--- config.mk ---
export PLATFORM = sky130hd
export DESIGN_NAME = clr_ctrl
export DESIGN_NICKNAME = d
export VERILOG_FILES = /design/src/rtl/clr_ctrl.sv
export SDC_FILE = /design/constraint.sdc
export NUM_CORES = 1
export LEC_CHECK = 0
export BUFFER_PORTS_ARGS = -buffer_cell sky130_fd_sc_hd__buf_4
export CELL_PAD_IN_SITES_DETAIL_PLACEMENT = 1
export CELL_PAD_IN_SITES_GLOBAL_PLACEMENT = 2
export CORE_AREA = 2 2 79 81
export CTS_BUF_LIST = sky130_fd_sc_hd__clkbuf_4 sky130_fd_sc_hd__clkbuf_8
export CTS_CLUSTER_SIZE = 14
export DETAILED_ROUTE_END_ITERATION = 16
export DIE_AREA = 0 0 81 83
export PLACE_DENSITY = 0.95
export SYNTH_ARGS = -nofsm -noshare
export SYNTH_HDL_FRONTEND = slang
export SYNTH_SLANG_ARGS = --single-unit
--- constraint.sdc ---
create_clock -name core_clk -period 3.2 [get_ports core_clk]
set_clock_uncertainty 0.05 [all_clocks]
set_input_delay 0.16 -clock core_clk [delete_from_list [all_inputs] [get_ports core_clk]]
set_output_delay 0.16 -clock core_clk [all_outputs]
set_load 0.02 [all_outputs]
--- src/rtl/clr_ctrl.sv ---
// clr_ctrl: issuer side of the domain-clear interface.
// A one-cycle clr_req starts a sequence. The block drives a registered sys_clr
// pulse that is CLR_CYCLES cycles long. It then waits until every tracked
// domain reset has asserted, and then until each of them has released. The
// sequence ends with a clr_done pulse or, on timeout, with sticky clr_err and
// clr_err_dom. Only sys_rst_ resets this block, so it survives the clear it
// issues.
module clr_ctrl #(
  parameter int CLR_CYCLES  = 8,   // sys_clr high time in core cycles, 2..255
  parameter int TO_W        = 16,  // timeout counter width
  parameter int SYNC_STAGES = 2    // synchronizer depth, at least 2
) (
  input  logic       core_clk,
  input  logic       sys_rst_,
  input  logic       clr_req,
  input  logic [3:0] dom_mask,
  input  logic       core_rst,
  input  logic       sample_rst,
  input  logic       sd_rst,
  input  logic       usb_rst,
  output logic       sys_clr,
  output logic       clr_busy,
  output logic       clr_done,
  output logic       clr_err,
  output logic [3:0] clr_err_dom
);

  typedef enum logic [2:0] {
    IDLE     = 3'd0,
    ASSERT   = 3'd1,
    WAIT_SET = 3'd2,
    WAIT_REL = 3'd3,
    DONE     = 3'd4,
    ERR      = 3'd5
  } state_t;

  // Last value of the wait-state timeout counter. Reaching it while the exit
  // condition is still false means the wait has expired.
  localparam logic [TO_W-1:0] TO_MAX = '1;

  state_t          state_reg;
  logic [7:0]      cnt_reg;        // remaining ASSERT cycles
  logic [TO_W-1:0] to_cnt_reg;     // cycles spent in the current wait state
  logic [3:0]      m_reg;          // domain mask captured at request time
  logic [3:0]      err_dom_reg;    // unmet domains captured at expiry

  // Domain reset status seen by the FSM. Bit 0 is core, 1 sample, 2 sd, 3 usb.
  logic [2:0] async_rst;
  logic [2:0] rs_sync;
  logic [3:0] rs;
  logic       all_set;
  logic       all_clr;

  assign async_rst = {usb_rst, sd_rst, sample_rst};

  // Each asynchronous domain reset gets its own multi-flop synchronizer.
  // core_rst is already in core_clk and bypasses this.
  genvar gi;
  generate
    for (gi = 0; gi < 3; gi++) begin : g_sync
      logic [SYNC_STAGES-1:0] chain_reg;

      // Shift the asynchronous reset level through the synchronizer chain.
      always_ff @(posedge core_clk or negedge sys_rst_) begin
        if (!sys_rst_) begin
          chain_reg <= '0;
        end else begin
          chain_reg <= {chain_reg[SYNC_STAGES-2:0], async_rst[gi]};
        end
      end

      assign rs_sync[gi] = chain_reg[SYNC_STAGES-1];
    end
  endgenerate

  assign rs = {rs_sync, core_rst};

  // Untracked domains count as already set and already released. This makes
  // an all-zero mask pass through both wait states in one cycle each.
  assign all_set = &(rs | ~m_reg);
  assign all_clr = ~|(rs & m_reg);

  // Sequencer. Every output is a flop, so sys_clr cannot glitch between edges.
  always_ff @(posedge core_clk or negedge sys_rst_) begin
    if (!sys_rst_) begin
      state_reg   <= IDLE;
      cnt_reg     <= '0;
      to_cnt_reg  <= '0;
      m_reg       <= '0;
      err_dom_reg <= '0;
      sys_clr     <= 1'b0;
      clr_busy    <= 1'b0;
      clr_done    <= 1'b0;
      clr_err     <= 1'b0;
      clr_err_dom <= '0;
    end else begin
      // clr_done is high only in the cycle spent in DONE.
      clr_done <= 1'b0;

      case (state_reg)
        IDLE: begin
          if (clr_req) begin
            m_reg       <= dom_mask;
            clr_err     <= 1'b0;
            clr_err_dom <= '0;
            cnt_reg     <= 8'(CLR_CYCLES - 1);
            sys_clr     <= 1'b1;
            clr_busy    <= 1'b1;
            state_reg   <= ASSERT;
          end
        end

        ASSERT: begin
          if (cnt_reg == 8'd0) begin
            sys_clr    <= 1'b0;
            to_cnt_reg <= '0;
            state_reg  <= WAIT_SET;
          end else begin
            cnt_reg <= cnt_reg - 8'd1;
          end
        end

        WAIT_SET: begin
          // Reaching the exit condition wins over a timeout in the same cycle.
          if (all_set) begin
            to_cnt_reg <= '0;
            state_reg  <= WAIT_REL;
          end else if (to_cnt_reg == TO_MAX) begin
            err_dom_reg <= m_reg & ~rs;
            clr_busy    <= 1'b0;
            state_reg   <= ERR;
          end else begin
            to_cnt_reg <= to_cnt_reg + 1'b1;
          end
        end

        WAIT_REL: begin
          if (all_clr) begin
            clr_done  <= 1'b1;
            state_reg <= DONE;
          end else if (to_cnt_reg == TO_MAX) begin
            err_dom_reg <= m_reg & rs;
            clr_busy    <= 1'b0;
            state_reg   <= ERR;
          end else begin
            to_cnt_reg <= to_cnt_reg + 1'b1;
          end
        end

        DONE: begin
          clr_busy  <= 1'b0;
          state_reg <= IDLE;
        end

        ERR: begin
          clr_err     <= 1'b1;
          clr_err_dom <= err_dom_reg;
          state_reg   <= IDLE;
        end

        default: begin
          sys_clr   <= 1'b0;
          clr_busy  <= 1'b0;
          state_reg <= IDLE;
        end
      endcase
    end
  end

endmodule

==> results.cfg <==
[outcome]
run_status = complete, no violations

[clock_network]
path_clk_slew_ns = 0.09
htree_levels = 2
cts-resized-gates = 0
clock_latency_ns = 0.31
cts_made_buffers = 5
cts.sinks = 49
cts_root_buffer = clkbuf_8
cts_tree = done
cts_buffer_depth = 2

[job]
drv_cap = 0

[layout]
layout-drive-gt1-share_pct = 17.4
n_fill_cell = 668
instances_no_fill = 339
largest_reg_flops = 16
fin_area_um2 = 2820
nNetsFinal = 277
area_growth_pct = 13.8
antenna_cells = 0

[global_routing]
grt_pass1_wl_um = 9750
grt.overflow.total = 0
track_usage_pct = 18.6
grt_max_degree = 50
antenna_found_initial = 0
grt_pass1_vias = 2046

[floorplanning]
die_area_um2 = 6720
die_width_um = 81
num_rows = 28
core-area_um2 = 5820
pin_count = 19
die_height_um = 83
start_util_pct = 42.6

[placement]
hpwl_um = 4010
postPlaceCellArea_um2 = 2680
io_buffers = 18
place.gp.congestion = 0.787
placed_cells = 327

[logic_synthesis]
ys_warn_count = 0
synth.ff_latch_count = 49
synth_nets = 254
ys_seq_area_share_pct = 49.5
synthCells = 240
synth_cell_types = 52
syn_avg_cell_area_um2 = 10.3
synth-main-ff-cell = dfrtp_1
synth.cell_area_um2 = 2480
ys_async_sr_fraction_pct = 100
synth_edf_count = 0

[pwr]
powerDensity_nw_per_um2 = 601
ir_drop_uv = 301
p_sw_mw = 0.603
p_sw_share_pct = 35.6
power_frac_comb_pct = 28.9
clockPowerShare_pct = 24.0
p_int_mw = 1.09
finalPower_mw = 1.69
leakagePower_nw = 1.24
seqPwrFrac_pct = 47.1

[detailed_routing]
via_per_inst = 5.85
route.vias.total = 1983
first_pass_iters = 4
routed_wl_um = 5640
drt_iter0_drc = 85
wire_per_inst_um = 16.6
drc = 0
final_antenna_net_count = 0

[setup_path]
endpoint_kind = flop
cp_data_required_time_ns = 3.38
r2r_slack_ns = 0.68
critPathArrivalTime_ns = 2.70
timing_worst_setup_path_type = reg2reg
start_kind = flop
r2r_cells = 7
cp_max_fo = 16

[timing]
rsz0062_at_grt = no
setup_tns_ns = 0
post-route-period-util_pct = 78.6
drv_slew = 0
finalSetupViolations = 0
hold_violations = 0
relSlewSlack_pct = 48.2
fmax_mhz = 397
tightest_slew_ns = 0.770
fin_hold_ws_ns = 0.0282
min_period_ns = 2.52

[hold_path]
hold_class = in2reg
whs_path_depth = 2
cell usage after synthesis (all sizes together) (2+ instances only):
cell / instances / share of area (%)
dfrtp: 49 / 50
nor2: 25 / 3.9
a21oi: 23 / 5.1
nand4: 12 / 3.6
nand3: 11 / 2.2
o21ai: 11 / 2.2
xor2: 9 / 3.2
nand2: 8 / 1.3
or3: 8 / 2.0
inv: 7 / 1.1
buf: 5 / 1.3
nor2b: 5 / 1.3
a21bo: 4 / 1.6
mux2: 4 / 1.8
nand3b: 4 / 1.5
nor3: 4 / 0.81
o22a: 4 / 1.4
o22ai: 4 / 1.0
a31oi: 3 / 0.76
clkbuf: 3 / 0.45
ha: 3 / 1.5
nor3b: 3 / 0.91
nor4: 3 / 1.4
or4: 3 / 0.91
xnor2: 3 / 1.1
a22oi: 2 / 0.61
o31ai: 2 / 0.61
or2: 2 / 0.51
or3b: 2 / 0.71
final timing paths:
check,end,startpoint
max,to_cnt_reg[11],cnt_reg[0]
min,m_reg[3],dom_mask[3]
max reg2reg,to_cnt_reg[11],cnt_reg[0]
min reg2reg,g_sync[1].chain_reg[1],g_sync[1].chain_reg[0]
max in group asynchronous,to_cnt_reg[8],sys_rst_
min in group asynchronous,g_sync[2].chain_reg[0],sys_rst_
layout make-up:
cell class                 instances  area (um^2)  area share [%]
clock buffer                       7         96.3            3.42
sequential                        49         1230            43.5
multi-input combinational        176         1180            41.9
timing repair buffer              24          190            6.75
inverter                           7         26.3           0.932
clock inverter                     1         5.00           0.178
tap                               75         93.8            3.33
metal layers:
layer	share of wire [%]	GRT usage (%)	up-vias
met5	0	0	-
met4	1.2	6.01	0
met3	3.1	4.78	6
met2	48	28.6	28
met1	47	25.5	1019
li1	-	-	930
power by group through the flow:
| stage | Combinational (mW) | Clock [mW] | Sequential [mW] |
|---|---|---|---|
| finish | 0.490 | 0.406 | 0.797 |
| global route | 0.551 | 0.448 | 0.815 |
| CTS | 0.497 | 0.416 | 0.798 |
| detailed placement | 0.490 | 0 | 0.811 |
| global placement | 0.470 | 0 | 0.804 |
| floorplan | 0.393 | 0 | 0.768 |
critical path, cell delays in order, from the launching register on:
cell and delay, ns:
dfrtp_1 0.42, inv_1 0.10, ha_1 0.16, nor3b_1 0.41, a31o_2 0.27, nand3b_2 0.27, or4_1 0.58, a21oi_1 0.17
logic make-up after synthesis:
family                   Yosys count  share of synthesized area [%]
AND/OR/NAND/NOR                   93                           22.4
AO/OA/AOI/OAI                     63                           17.3
flip-flops                        49                           49.5
buffers and inverters             15                           2.78
XOR/XNOR                          12                           4.24
multiplexers                       5                           2.22
adder cells (fa/ha/maj)            3                           1.52
through the flow:
| stage | setup slack (ns) | util [%] |
|---|---|---|
| global placement | 0.938 | 46.0 |
| finish | 0.684 | 48.5 |
| global route | 0.535 | 48.5 |
| floorplan | 1.21 | - |
| detailed placement | 0.753 | 46.0 |
| CTS | 0.703 | 48.5 |
cell usage in the layout (no fill, tap or decap), types with 8 or more instances in the layout:
cell type / count
xor2_1: 9
nor2_1: 24
nand4_1: 11
o21ai_0: 8
nand3_1: 11
dfrtp_1: 49
buf_4: 20
a21oi_1: 22
or3_1: 8
what timing repair did:
item                                   in CTS  in global routing
setup endpoints to repair                   0                  0
endpoints found under the hold margin      52                  0
hold buffers                                4                  0
setup buffers                               0                  0
(Power assumes the default switching activity.)
